File: config.mk
export PLATFORM = sky130hd
export DESIGN_NAME = jamma_joy_responder
export DESIGN_NICKNAME = d
export VERILOG_FILES = /design/src/rtl/jamma_pkg.sv /design/src/rtl/jamma_joy_responder_debounce.sv /design/src/rtl/jamma_joy_responder.sv
export SDC_FILE = /design/constraint.sdc
export NUM_CORES = 1
export LEC_CHECK = 0
export CAP_MARGIN = 20
export CORE_MARGIN = 2
export CORE_UTILIZATION = 55
export DETAILED_ROUTE_END_ITERATION = 7
export PLACE_DENSITY = 0.78
export SLEW_MARGIN = 20
export SYNTH_ARGS = -nofsm -noshare
export SYNTH_HDL_FRONTEND = slang
export SYNTH_HIERARCHICAL = 1
export SYNTH_SLANG_ARGS = --single-unit
File: constraint.sdc
create_clock -name CLK -period 2.2 [get_ports CLK]
set_input_delay 0.44 -clock CLK [delete_from_list [all_inputs] [get_ports CLK]]
set_output_delay 0.44 -clock CLK [all_outputs]
set_load 0.005 [all_outputs]
File: src/rtl/jamma_pkg.sv
// Shared constants for the JAMMA joystick split-bus responder: FSM encodings,
// idle bus value and the bit positions within a player word.
package jamma_pkg;

  localparam logic [2:0] ST_HOLD     = 3'd0;
  localparam logic [2:0] ST_MERGED   = 3'd1;
  localparam logic [2:0] ST_GUARD    = 3'd2;
  localparam logic [2:0] ST_DRIVE_P1 = 3'd3;
  localparam logic [2:0] ST_DRIVE_P2 = 3'd4;

  localparam logic [7:0] JOY_IDLE  = 8'hFF;
  localparam int         JOY_START = 7;
  localparam int         JOY_SPARE = 6;

  // Active-low words: AND keeps a press from either player visible.
  function automatic logic [7:0] joy_merge(input logic [7:0] a, input logic [7:0] b);
    return a & b;
  endfunction

endpackage

File: src/rtl/jamma_joy_responder_debounce.sv
// Per-player input conditioner: synchronises the raw active-low word and only
// accepts it once two consecutive sample ticks see the same value.
module joy_debounce
  import jamma_pkg::*;
#(
  parameter int SYNC_STAGES     = 2,
  parameter int DEBOUNCE_CYCLES = 16
) (
  input  logic       clk,
  input  logic       rst_n,
  input  logic [7:0] raw,
  output logic [7:0] db
);

  localparam int TW = (DEBOUNCE_CYCLES > 1) ? $clog2(DEBOUNCE_CYCLES) : 1;

  logic [7:0]    sync_q [SYNC_STAGES];
  logic [7:0]    synced;
  logic [7:0]    prev;
  logic [TW-1:0] tick_cnt;
  logic          tick;

  assign synced = sync_q[SYNC_STAGES-1];
  assign tick   = (tick_cnt == TW'(DEBOUNCE_CYCLES - 1));

  always_ff @(posedge clk or negedge rst_n) begin
    if (!rst_n) begin
      for (int i = 0; i < SYNC_STAGES; i++) sync_q[i] <= JOY_IDLE;
      tick_cnt <= '0;
      prev     <= JOY_IDLE;
      db       <= JOY_IDLE;
    end else begin
      sync_q[0] <= raw;
      for (int i = 1; i < SYNC_STAGES; i++) sync_q[i] <= sync_q[i-1];
      tick_cnt <= tick ? '0 : tick_cnt + TW'(1);
      // Whole-word compare: a partial change restarts the acceptance window.
      if (tick) begin
        prev <= synced;
        if (synced == prev) db <= synced;
      end
    end
  end

endmodule

File: src/rtl/jamma_joy_responder.sv
// Adapter-side JAMMA split-bus responder: drives the host-selected player onto
// JJOY with a guard gap, and merges both players when the select stalls.
module jamma_joy_responder
  import jamma_pkg::*;
#(
  parameter int SYNC_STAGES     = 2,
  parameter int GUARD_CYCLES    = 1,
  parameter int DEBOUNCE_CYCLES = 16,
  parameter int TIMEOUT_CYCLES  = 1024
) (
  input  logic       CLK,
  input  logic       I_RESET_N,
  input  logic       I_JSELECT,
  input  logic [7:0] I_P1,
  input  logic [7:0] I_P2,
  output logic [7:0] O_JJOY,
  output logic       O_JJOY_OE,
  output logic       O_SEL_ALIVE,
  output logic [7:0] O_P1_DB,
  output logic [7:0] O_P2_DB
);

  localparam int CW = $clog2(TIMEOUT_CYCLES + 1);
  localparam int GW = (GUARD_CYCLES > 1) ? $clog2(GUARD_CYCLES) : 1;

  logic [SYNC_STAGES-1:0] sel_sync;
  logic                   s, s_d, sel_edge;
  logic [CW-1:0]          to_cnt, to_next;
  logic                   timeout;
  logic [2:0]             state, state_next;
  logic                   target, target_next;
  logic [GW-1:0]          g_cnt, g_next;
  logic                   guard_done;
  logic [7:0]             jjoy_next;
  logic                   oe_next, alive_next;

  joy_debounce #(.SYNC_STAGES(SYNC_STAGES), .DEBOUNCE_CYCLES(DEBOUNCE_CYCLES)) u_db_p1 (
    .clk(CLK), .rst_n(I_RESET_N), .raw(I_P1), .db(O_P1_DB)
  );
  joy_debounce #(.SYNC_STAGES(SYNC_STAGES), .DEBOUNCE_CYCLES(DEBOUNCE_CYCLES)) u_db_p2 (
    .clk(CLK), .rst_n(I_RESET_N), .raw(I_P2), .db(O_P2_DB)
  );

  assign s          = sel_sync[SYNC_STAGES-1];
  assign sel_edge   = s ^ s_d;
  assign to_next    = (to_cnt == CW'(TIMEOUT_CYCLES)) ? to_cnt : to_cnt + CW'(1);
  assign timeout    = !sel_edge && (to_next == CW'(TIMEOUT_CYCLES));
  assign guard_done = (int'(g_cnt) >= GUARD_CYCLES - 1);

  always_comb begin
    state_next  = state;
    target_next = target;
    g_next      = g_cnt;
    if (state == ST_HOLD) begin
      state_next = ST_MERGED;
    end else if (sel_edge) begin
      // Any select edge (re)starts the guard and latches the new target player.
      target_next = s;
      g_next      = '0;
      if (GUARD_CYCLES == 0) state_next = s ? ST_DRIVE_P2 : ST_DRIVE_P1;
      else                   state_next = ST_GUARD;
    end else if (timeout) begin
      state_next = ST_MERGED;
    end else if (state == ST_GUARD) begin
      if (guard_done) state_next = target ? ST_DRIVE_P2 : ST_DRIVE_P1;
      else            g_next = g_cnt + GW'(1);
    end
  end

  always_comb begin
    jjoy_next  = JOY_IDLE;
    oe_next    = 1'b1;
    alive_next = 1'b0;
    case (state_next)
      ST_HOLD:     oe_next    = 1'b0;
      ST_MERGED:   jjoy_next  = joy_merge(O_P1_DB, O_P2_DB);
      ST_GUARD:    alive_next = 1'b1;
      ST_DRIVE_P1: begin jjoy_next = O_P1_DB; alive_next = 1'b1; end
      ST_DRIVE_P2: begin jjoy_next = O_P2_DB; alive_next = 1'b1; end
      default:     oe_next    = 1'b0;
    endcase
  end

  always_ff @(posedge CLK or negedge I_RESET_N) begin
    if (!I_RESET_N) begin
      sel_sync    <= '1;
      s_d         <= 1'b1;
      to_cnt      <= '0;
      state       <= ST_HOLD;
      target      <= 1'b1;
      g_cnt       <= '0;
      O_JJOY      <= JOY_IDLE;
      O_JJOY_OE   <= 1'b0;
      O_SEL_ALIVE <= 1'b0;
    end else begin
      sel_sync    <= {sel_sync[SYNC_STAGES-2:0], I_JSELECT};
      s_d         <= s;
      to_cnt      <= sel_edge ? '0 : to_next;
      state       <= state_next;
      target      <= target_next;
      g_cnt       <= g_next;
      O_JJOY      <= jjoy_next;
      O_JJOY_OE   <= oe_next;
      O_SEL_ALIVE <= alive_next;
    end
  end

endmodule

==> flow_summary_export.csv, run 1 <==
group,metric,value,unit
critical_path,slowest_delay,0.43,ns
global_routing,grt_pass1_wl,10600,um
timing,fmax,0.490,GHz
floorplanning,rows,31,
clock_network,htreeDepth,3,
routing,drcViolationCount,0,
clock_network,cts_setup_buffers,0,
layout,finalNetCount,352,
layout,syn2layout_area_growth,18.1,%
clock_network,root_buffer,"clkbuf_8",
floorplanning,dieArea,8030,sq um
global_routing,grt_pass1_vias,2212,
routing,first_pass_iters,4,
critical_path,cp-end-kind,"flop",
layout,final_area,4760,sq um
clock_network,clkSinkCount,100,
clock_network,clock_path_buffers,2,
global_routing,gr-usage-all-layers,0.180,
routing,drt_iter0_markers,184,
yosys,ys_types,45,
routing,ant_nets,0,
layout,regArea,2600,sq um
routing,vias_per_cell,5.32,
routing,routedWlPerCell,15.0,um
clock_network,cts_resized,0,
layout,fill_cells,511,
timing,setup_viol,0,
clock_network,cts_tree,"done",
clock_network,clkLatencyLatePin,0.36,ns
critical_path,crit_arrival,2.32,ns
timing,worst_slew_pin_slew,0.500,ns
yosys,avgSynthCellArea,14.5,sq um
yosys,syn-num-nets,302,
layout,layout-drive-gt1-share,0.425,
flow_run,drv_cap,0,
routing,via_count,2303,
global_routing,overflow,0,
critical_path,crit_slowest_cell,"dfrtp_1",
placed_design,place_hpwl,4670,um
timing,relSlewSlack,0.667,
critical_path,crit_fanout,8,
layout,layout_common_cells,"76 x dfstp_2, 43 x clkdlybuf4s50_1, 32 x mux2_2",
timing,rsz0062_at_grt,"no",
worst_hold_path,hold_class,"input port to asynchronous set/reset pin",
floorplanning,coreArea,7180,sq um
clock_network,hold_buffers,0,
floorplanning,die_w,89.6,um
timing,setup-tns-final,0,ns
yosys,yosysSeqAreaShare,0.644,
timing,finalHoldViolations,0,
pwr,power_density,860,nW/um^2
global_routing,antenna_found_initial,0,
routing,drt_wl_total,6510,um
layout,mostFrequentLayoutCell,"dfstp_2",
global_routing,grt_max_degree,101,
timing,layout_min_cycle_time,2.04,ns
placed_design,placed_area,4580,sq um
floorplanning,initial_utilization,0.562,
layout,antenna_cells,0,
layout,multi_input_area,1350,sq um
critical_path,worst_setup_path_start_kind,"flop",
placed_design,numPortBuffers,44,
layout,finalCoreUtilization,0.663,
yosys,yosysWarnings,6,
critical_path,crit_type,"flop to flop",
clock_network,clk_pin_slew_worst_paths,0.09,ns
critical_path,required,2.48,ns
yosys,netlist_area,4030,sq um
pwr,peakVddDrop,0.569,mV
floorplanning,ios,45,
timing,final.period_utilization,0.927,
timing,drv_slew,0,
yosys,synth-seq-cells,100,
timing,fin_skew,0.00837,ns
floorplanning,die_y,89.6,um
clock_network,numCtsBuffers,9,
status,outcome,"finished, final reports clean",
pwr,p_leak,0.00191,uW
critical_path,path_cells,"ha_1 > nand3_1 > xor2_1 > nor4b_1 > and4_4 > a21oi_4 > o22a_1",
yosys,syn_inst,279,
placed_design,gp_congestion,0.858,
[power by group]
group,total [uW],internal (uW),switching [uW],leakage (uW)
clock network,1070,459,616,0.0000964
registers,2250,2110,138,0.00111
logic,770,423,348,0.000705
[kinds of logic after synthesis]
| group | count (synthesis) | synth area share |
|---|---|---|
| and+or+nand+nor | 57 | 0.0912 |
| buffers and inverters | 16 | 0.0217 |
| AOI/OAI and AO/OA | 41 | 0.0748 |
| muxes | 33 | 0.0949 |
| DFF | 100 | 0.644 |
| xor gates and xnor gates | 28 | 0.0608 |
| adders and majority gates | 4 | 0.0124 |
[state kept, by name, summed over array words and instances (netlist names), 4 cells and up]
name,cells
O_JJOY,8
to_cnt,11
u_db_p1/db,8
u_db_p1/prev,8
u_db_p1/sync_q,8
u_db_p1/synced,8
u_db_p1/tick_cnt,4
u_db_p2/db,8
u_db_p2/prev,8
u_db_p2/sync_q,8
u_db_p2/synced,8
u_db_p2/tick_cnt,4
[cell usage after synthesis]
master | count | share of area
nand3b_1 | 1 | 0.0019
a21o_1 | 1 | 0.0019
o211a_4 | 1 | 0.0043
ha_1 | 4 | 0.012
dfstp_2 | 76 | 0.50
or2_2 | 1 | 0.0016
and3_1 | 1 | 0.0016
buf_2 | 1 | 0.0012
xor2_1 | 7 | 0.015
a211oi_1 | 2 | 0.0037
and4_1 | 1 | 0.0022
o32ai_1 | 1 | 0.0022
o21a_1 | 2 | 0.0037
nand3_1 | 8 | 0.0099
nand3_4 | 2 | 0.0087
o22a_1 | 8 | 0.017
o31ai_1 | 1 | 0.0019
nor4_1 | 1 | 0.0016
dfrtp_1 | 24 | 0.15
clkbuf_1 | 4 | 0.0037
nor3_4 | 2 | 0.0081
o221ai_1 | 1 | 0.0022
and2_1 | 2 | 0.0031
buf_6 | 3 | 0.0084
nand2b_1 | 2 | 0.0031
o21ai_0 | 6 | 0.0074
inv_1 | 7 | 0.0065
nand2_2 | 1 | 0.0016
nor4b_2 | 1 | 0.0037
a21oi_1 | 11 | 0.014
nor4b_1 | 1 | 0.0022
nand2_1 | 8 | 0.0074
buf_4 | 1 | 0.0019
xnor2_1 | 21 | 0.046
and2_2 | 1 | 0.0019
mux2i_4 | 1 | 0.0056
nand4_1 | 6 | 0.0093
o2bb2ai_1 | 1 | 0.0022
nor3_1 | 2 | 0.0025
nand4_4 | 1 | 0.0053
mux2_2 | 32 | 0.089
a31oi_1 | 4 | 0.0062
nor2_1 | 14 | 0.013
and4_4 | 1 | 0.0028
a21oi_4 | 2 | 0.0081
[worst max-delay path: cells and delay by family (launching register included)]
family                     cells  cell delay [ns]
and+or+nand+nor                3             0.70
DFF                            1             0.43
adders and majority gates      1             0.27
AOI/OAI and AO/OA              2             0.33
xor gates and xnor gates       1             0.23
[layer usage]
| layer | vias up | share of wire | global-route usage |
|---|---|---|---|
| met4 | 0 | 0.027 | 0.0801 |
| li1 | 1078 | - | - |
| met3 | 20 | 0.039 | 0.0466 |
| met5 | - | 0 | 0 |
| met1 | 1156 | 0.45 | 0.238 |
| met2 | 49 | 0.48 | 0.283 |
[path summary, 6_finish.rpt]
path | start | endpoint | slack (ns) | cells after the start
worst max-delay path | to_cnt[0] | O_JJOY[1] | 0.16 | 7
max in group asynchronous | I_RESET_N | O_JJOY[1] | 1.68 | 2
worst min-delay path | I_RESET_N | state[0] | 0.13 | 2
worst min register to register | u_db_p1/sync_q[11] | u_db_p1/synced[3] | 0.35 | 0
min in group CLK | u_db_p1/sync_q[11] | u_db_p1/synced[3] | 0.35 | 0
worst max register to register | to_cnt[0] | O_JJOY[1] | 0.16 | 7
[per-stage QoR]
step	hold slack, ns	cells	total power [uW]	setup slack (ns)
global route	0.162	433	4320	0.00258
finish	0.131	433	4090	0.160
detailed placement	0.347	417	3050	0.183
global placement	0.346	417	3020	0.320
CTS	0.133	433	4150	0.178
floorplan	0.144	279	2690	0.365
[final cells by class]
| type | count | share of cell area |
|---|---|---|
| inverter | 7 | 0.00552 |
| sequential | 100 | 0.546 |
| tap | 99 | 0.0260 |
| timing repair buffer | 48 | 0.101 |
| clock inverter | 5 | 0.00920 |
| multi-input combinational | 163 | 0.283 |
| clock buffer | 11 | 0.0297 |
(Power assumes the default switching activity.)
==> inputs of run 2 (changes only) <==
CAP_MARGIN = not set   (was 20)
TNS_END_PERCENT = 30   (was not set)
==> results of run 2 <==
Final layout, timing and power as in run 1 (identical DEF).
